--- config.mk ---
export PLATFORM = sky130hd
export DESIGN_NAME = shift_register_serdes
export DESIGN_NICKNAME = d
export VERILOG_FILES = /design/src/rtl/shift_register_serdes.sv
export SDC_FILE = /design/constraint.sdc
export NUM_CORES = 1
export LEC_CHECK = 0
export CORE_AREA = 2 2 39 41
export CTS_BUF_LIST = sky130_fd_sc_hd__clkbuf_8
export DETAILED_ROUTE_END_ITERATION = 10
export DIE_AREA = 0 0 41 43
export DONT_BUFFER_PORTS = 1
export GPL_ROUTABILITY_DRIVEN = 0
export GPL_TIMING_DRIVEN = 0
export PLACE_DENSITY = 0.73
export REMOVE_ABC_BUFFERS = 1
export SLEW_MARGIN = 20
export SYNTH_ARGS = -nofsm -noshare
export SYNTH_HDL_FRONTEND = slang
export SYNTH_SLANG_ARGS = --single-unit
export TNS_END_PERCENT = 10
--- constraint.sdc ---
create_clock -name clk -period 3.6 [get_ports clk]
set_input_delay 0.72 -clock clk [delete_from_list [all_inputs] [get_ports clk]]
set_output_delay 0.72 -clock clk [all_outputs]
set_load 0.02 [all_outputs]
--- src/rtl/shift_register_serdes.sv ---
// shift_register_serdes: parallel-load shift register with framed serial shifting and single-step rotate
module shift_register_serdes #(
  parameter int WIDTH     = 8,
  parameter bit MSB_FIRST = 1'b1
) (
  input  logic             clk,
  input  logic             reset,
  input  logic             load,
  input  logic [WIDTH-1:0] pin,
  input  logic             start,
  input  logic             rotate,
  input  logic             sin,
  output logic             sout,
  output logic [WIDTH-1:0] pout,
  output logic             busy,
  output logic             done
);
  localparam int CW = $clog2(WIDTH + 1);
  typedef enum logic {IDLE, SHIFT} state_t;
  state_t state_q, state_d;
  logic [WIDTH-1:0] reg_q, reg_d, shl, rot;
  logic [CW-1:0] cnt_q, cnt_d;
  logic done_q, done_d;
  assign shl  = MSB_FIRST ? {reg_q[WIDTH-2:0], sin} : {sin, reg_q[WIDTH-1:1]};
  assign rot  = MSB_FIRST ? {reg_q[WIDTH-2:0], reg_q[WIDTH-1]} : {reg_q[0], reg_q[WIDTH-1:1]};
  assign sout = MSB_FIRST ? reg_q[WIDTH-1] : reg_q[0];
  assign pout = reg_q;
  assign busy = state_q == SHIFT;
  assign done = done_q;
  // state, data register, bit counter and done pulse; reset aborts any frame
  always_ff @(posedge clk or negedge reset) begin
    if (!reset) begin
      state_q <= IDLE;
      reg_q   <= '0;
      cnt_q   <= '0;
      done_q  <= 1'b0;
    end else begin
      state_q <= state_d;
      reg_q   <= reg_d;
      cnt_q   <= cnt_d;
      done_q  <= done_d;
    end
  end
  // IDLE commands by priority load > start > rotate; SHIFT runs WIDTH shifts then pulses done
  always_comb begin
    state_d = state_q;
    reg_d   = reg_q;
    cnt_d   = cnt_q;
    done_d  = 1'b0;
    if (state_q == IDLE) begin
      if (load) reg_d = pin;
      else if (start) begin
        state_d = SHIFT;
        cnt_d   = '0;
      end else if (rotate) reg_d = rot;
    end else begin
      reg_d = shl;
      cnt_d = cnt_q + CW'(1);
      if (cnt_q == CW'(WIDTH - 1)) begin
        state_d = IDLE;
        done_d  = 1'b1;
      end
    end
  end
endmodule

# [After elaboration in Yosys (flattened, before gate mapping)]
# Index checks and enable logic that the tools add are counted.
[classes] addsub=1 mul=0 div=0 order_cmp=0 n_eq_ne=3 shifts=0 mux=13 bitwise_logic=0 reduce_logical=4
[op_table] cell="8-bit two-way mux" count=4
[op_table] cell="4-bit two-way mux" count=3
[op_table] cell="1-bit two-way mux" count=6
[op_table] cell="4-bit by 1-bit adder with 4-bit output (second input constant)" count=1
[op_table] cell="4-bit by 3-bit equality test with 1-bit output (second input constant)" count=1
[op_table] cell="2-bit AND reduction" count=2
[op_table] cell="3-bit by 2-bit inequality test with 1-bit output (second input constant)" count=1
[op_table] cell="3-bit nonzero test" count=1
[op_table] cell="2-bit by 1-bit inequality test with 1-bit output (second input constant)" count=1
[op_table] cell="2-bit nonzero test" count=1
[totals] reg_bits=14 latch_bits=0 mem_bits_rw=0 rom_bits=0 output_inout_bits=11 memories=0

# [Longest topological paths before layout]
[logic_depth] ltp_word=4 ltp_mapped=5

# [Worst setup path after synthesis]
# Ideal clock, no wire load.
[synth_path] path_type="input port to flip-flop" from="input port load" to="register reg_q[1], in the netlist pout[1]" setup_ps=125 arrival_ps=1510 t_required_ps=3475 slack_ps=1965 stages=4 path_buffers=1 cell_sequence="nor2b_4 buf_8 mux2_4 mux2_4"
[synth_via] elab_chain_cells=2
[synth_rtl] item="start, declared" line_no="8" rtl="input logic load,"
[synth_rtl] item="3-bit by 2-bit inequality test with 1-bit output (no line) (tied with other cells)"
[synth_rtl] item="2-bit AND reduction (no line) / 8-bit two-way mux (equally long branches)"
[synth_rtl] item="end signal, assigned" line_no="39" rtl="reg_q <= reg_d;"
[synth_rtl] item="end, declared" line_no="21" rtl="logic [WIDTH-1:0] reg_q, reg_d, shl, rot;"
# Parallel ways exist; a longest one is shown, timed or not.
# A chain may end at the register's enable or synchronous reset.

# [Worst setup path after layout]
[layout_path] from="register state_q, in the netlist busy" to="register reg_q[7], in the netlist pout[7]"
[layout_via] elab_chain_cells=2
[layout_rtl] item="start, declared" line_no="20" rtl="state_t state_q, state_d;"
[layout_rtl] item="start signal, assigned" line_no="38" rtl="state_q <= state_d;"
[layout_rtl] item="3-bit by 2-bit inequality test with 1-bit output (no line) / 3-bit nonzero test (equally long branches)"
[layout_rtl] item="2-bit AND reduction (no line)"
# Parallel ways exist; a longest one is shown, timed or not.

==> metrics.log <==
INFO  metric run_status = finished clean
INFO  metric initial_utilization = approximately 55%
INFO  metric clockBufferDepth = 2
INFO  metric floorplan.io_pins = 25
INFO  metric synth-seq-area-share = 45.8%
INFO  metric area.sequential = 350 um2
INFO  metric netlist_area = ~760 um2
INFO  metric path_class = flop to flop
INFO  metric power.sequential.fraction = 50.1%
INFO  metric critical_path.startpoint_type = flop
INFO  metric grt_remaining_overflow = 0
INFO  metric filler_cell_count = 115
INFO  metric worst_hold_path_type = input pin to asynchronous set/reset pin
INFO  metric critPathRequiredTime = approximately 3.7 ns
INFO  metric core-area = roughly 1400 um2
INFO  metric ctsRootBufferMaster = sky130_fd_sc_hd__clkbuf_8
INFO  metric port_buffers = 0
INFO  metric cp_data_arrival_time = ~1.8 ns
INFO  metric wire_length_of_the_first_global_routing_pass = ~1.9 mm
INFO  metric final_cell_count_no_fill = 67
INFO  metric placed_cells = between 60 and 70
INFO  metric max_clock_freq = between 0.6 and 0.7 GHz
INFO  metric final_layout_size_suffix_gt1_share = 43.1%
INFO  metric preCtsSetupSlack = between 1.5 and 2 ns
INFO  metric synthesized_netlist_cell_count = 52
INFO  metric p_comb_share = about a third
INFO  metric antenna_found_initial = 0
INFO  metric max-slew-margin-rel = 65.6%
INFO  metric clkTransAtPathRegs = 0.05 ns
INFO  metric p_sw_share = 35.2%
INFO  metric avgSynthCellArea = 14.7 um2
INFO  metric terminus_of_the_critical_flop_to_flop_path = pout[7]$_DFFE_PN0P_
INFO  metric cts_inserted_buffers = 3
INFO  metric maximum_fanout_encountered_on_the_critical_timing_path = 11
INFO  metric num_antenna_cells = 0
INFO  metric synth_seq_cells = 14
INFO  metric cts.sink_count = 14
INFO  metric via_count = 391
INFO  metric endpoint_class_of_the_critical_path = flop
INFO  metric reg2reg_slack = 1.96 ns
INFO  metric clock_tree_from_tritoncts = done
INFO  metric multi_input_area = about 370 um2
INFO  metric synthDistinctLibCells = 21
INFO  metric post-cts-setup-buffers = 0
INFO  metric cts_repair_resized_insts = 0
INFO  metric clock_skew = roughly 0.0035 ns
INFO  metric post_synth_main_area_contributors = sky130_fd_sc_hd__dfrtp_1 46%, sky130_fd_sc_hd__mux2_4 29%, sky130_fd_sc_hd__mux2_2 2.9%, sky130_fd_sc_hd__a22o_1 2.3%, sky130_fd_sc_hd__buf_8 2.0%
INFO  metric post_synth_top_area_share = between 40% and 50%
INFO  metric detail-route-antenna-nets = 0
INFO  metric final-hold-violation-count = 0
INFO  metric finish.utilization = about 57%
INFO  metric reg2regPathDepth = 3
INFO  metric worst_ir_drop_vdd = ~0.47 mV
INFO  metric maxCapViolCount = 0
INFO  metric slew_violations = 0
INFO  metric grt_setup_unrepaired = no
INFO  metric die_area = roughly 1800 um2
INFO  metric drt-vias-per-instance = a little under 6
INFO  metric die-width = around 41 um
INFO  metric finalCritPeriodShare = a little under half
INFO  metric fin_crit_period = between 1.5 and 2 ns
INFO  metric power.net_switching = between 200 and 300 uW
INFO  metric design.final.nets = roughly 70
INFO  metric yosys_warnings = 0
INFO  metric drt_drc_violations_left = 0
INFO  metric post-synth-top-area-cell = sky130_fd_sc_hd__dfrtp_1
INFO  metric worst_slew_pin_slew = roughly 0.52 ns
INFO  metric htree_levels = 1
INFO  metric totalNegativeSetupSlack = 0 ns
INFO  metric drt-pass1-iter-count = 4
INFO  metric total_of_hold_buffers_inserted_after_clock_tree_synthesis = 0
INFO  metric cell_internal_pwr = 495 uW
INFO  metric core.rowCount = 14
INFO  metric setup-violations-final = 0
INFO  metric static-leakage-power = between 0.0003 and 0.0004 uW
INFO  metric route.detailed.wl_per_inst = 16.6 um
INFO  metric drt_first_iter_violations = 6
INFO  metric grt_max_degree = 15
INFO  metric finalWirelength = 1.11 mm
INFO  metric finalWorstSetupSlack = 1.96 ns
INFO  metric p_clk_share = 15.8%
INFO  metric grt_util_all_layers = approximately 16%
INFO  metric worstReg2RegStart = busy$_DFF_PN0_
INFO  metric number_of_global_route_vias_before_repair = about 420
INFO  metric p_per_area = slightly below 1000 nW/um2
INFO  metric report.power.total = 764 uW
INFO  metric area_grow_syn2layout = 2.95%
INFO  metric later_pin_clock_latency_in_the_skew_report = 0.24 ns
INFO  metric die-height = ~43 um
## Yosys cell counts
cell type,count
sky130_fd_sc_hd__dfrtp_1,14
sky130_fd_sc_hd__a21oi_1,1
sky130_fd_sc_hd__inv_1,2
sky130_fd_sc_hd__buf_2,1
sky130_fd_sc_hd__xnor2_1,1
sky130_fd_sc_hd__and4b_2,1
sky130_fd_sc_hd__mux2_4,15
sky130_fd_sc_hd__buf_6,1
sky130_fd_sc_hd__o21ai_0,2
sky130_fd_sc_hd__a22o_1,2
sky130_fd_sc_hd__buf_8,1
sky130_fd_sc_hd__nand2_1,1
sky130_fd_sc_hd__mux2_2,2
sky130_fd_sc_hd__nor2b_4,1
sky130_fd_sc_hd__xor2_1,1
sky130_fd_sc_hd__buf_4,1
sky130_fd_sc_hd__a211o_1,1
sky130_fd_sc_hd__mux2_1,1
sky130_fd_sc_hd__nor2_1,1
sky130_fd_sc_hd__ha_1,1
sky130_fd_sc_hd__nand3_1,1
## final cells by class
type / count / share of cell area [%]
Clock buffer: 3 / 5.25
Inverter: 2 / 0.954
Multi-Input combinational cell: 32 / 46.7
Sequential cell: 14 / 44.5
Tap cell: 16 / 2.54
## worst max-delay path, stage by stage, from the launching register on
cell,delay (ns)
sky130_fd_sc_hd__dfrtp_1,0.56
sky130_fd_sc_hd__nor2b_4,0.37
sky130_fd_sc_hd__mux2_4,0.33
sky130_fd_sc_hd__mux2_4,0.25
## how the worst max path moves through the flow
stage                              start                   to  slack, ns
after floorplan                     load  pout[1]$_DFFE_PN0P_       1.94
after global placement             start  pout[3]$_DFFE_PN0P_       1.88
after detailed placement            load  pout[1]$_DFFE_PN0P_       1.87
after CTS                 busy$_DFF_PN0_  pout[6]$_DFFE_PN0P_       1.94
after global routing      busy$_DFF_PN0_  pout[4]$_DFFE_PN0P_       1.90
final                     busy$_DFF_PN0_  pout[7]$_DFFE_PN0P_       1.96
## layer usage
metal	up-vias	global-route usage [%]	share of wire [%]
met1	195	21.1	47
li1	180	-	-
met2	14	21.6	45
met3	2	6.28	6.7
met4	0	12.0	1.6
met5	-	0	0
## logic make-up after synthesis
| group | Yosys count | share of synthesized area, % |
|---|---|---|
| simple gates | 5 | 4.91 |
| xor+xnor | 2 | 2.29 |
| compound gates | 6 | 5.40 |
| buf+inv | 6 | 6.06 |
| fa+ha+maj | 1 | 1.64 |
| mux | 18 | 33.9 |
| flops | 14 | 45.8 |
## per-stage QoR
| stage | instance area, um2 | hold WS, ns |
|---|---|---|
| floorplan | 726 | 0.424 |
| global placement | 746 | 0.425 |
| detailed placement | 746 | 0.425 |
| CTS | 787 | 0.172 |
| global route | 787 | 0.158 |
| finish | 787 | 0.175 |
## sequential cells by signal, indices dropped and copies added (netlist names)
name   count
pout       8
done       1
cnt_q      4
busy       1
## cell usage in the layout, fill, tap and decap left out
cell / n
sky130_fd_sc_hd__nand2_1: 1
sky130_fd_sc_hd__ha_1: 1
sky130_fd_sc_hd__dfrtp_1: 14
sky130_fd_sc_hd__xnor2_1: 1
sky130_fd_sc_hd__and4b_2: 1
sky130_fd_sc_hd__nor2b_4: 1
sky130_fd_sc_hd__xor2_1: 1
sky130_fd_sc_hd__inv_1: 2
sky130_fd_sc_hd__clkbuf_8: 3
sky130_fd_sc_hd__nor2_1: 1
sky130_fd_sc_hd__mux2_4: 15
sky130_fd_sc_hd__mux2_1: 1
sky130_fd_sc_hd__a211o_1: 1
sky130_fd_sc_hd__o21ai_0: 2
sky130_fd_sc_hd__a21oi_1: 1
sky130_fd_sc_hd__a22o_1: 2
sky130_fd_sc_hd__nand3_1: 1
sky130_fd_sc_hd__mux2_2: 2
## power groups by stage
| stage | Clock, uW | Sequential [uW] | Combinational, uW |
|---|---|---|---|
| floorplan | 0 | 366 | 240 |
| global placement | 0 | 385 | 254 |
| detailed placement | 0 | 386 | 263 |
| CTS | 123 | 386 | 264 |
| global route | 135 | 398 | 287 |
| finish | 120 | 382 | 261 |
Power figures use the tool's default switching activity.
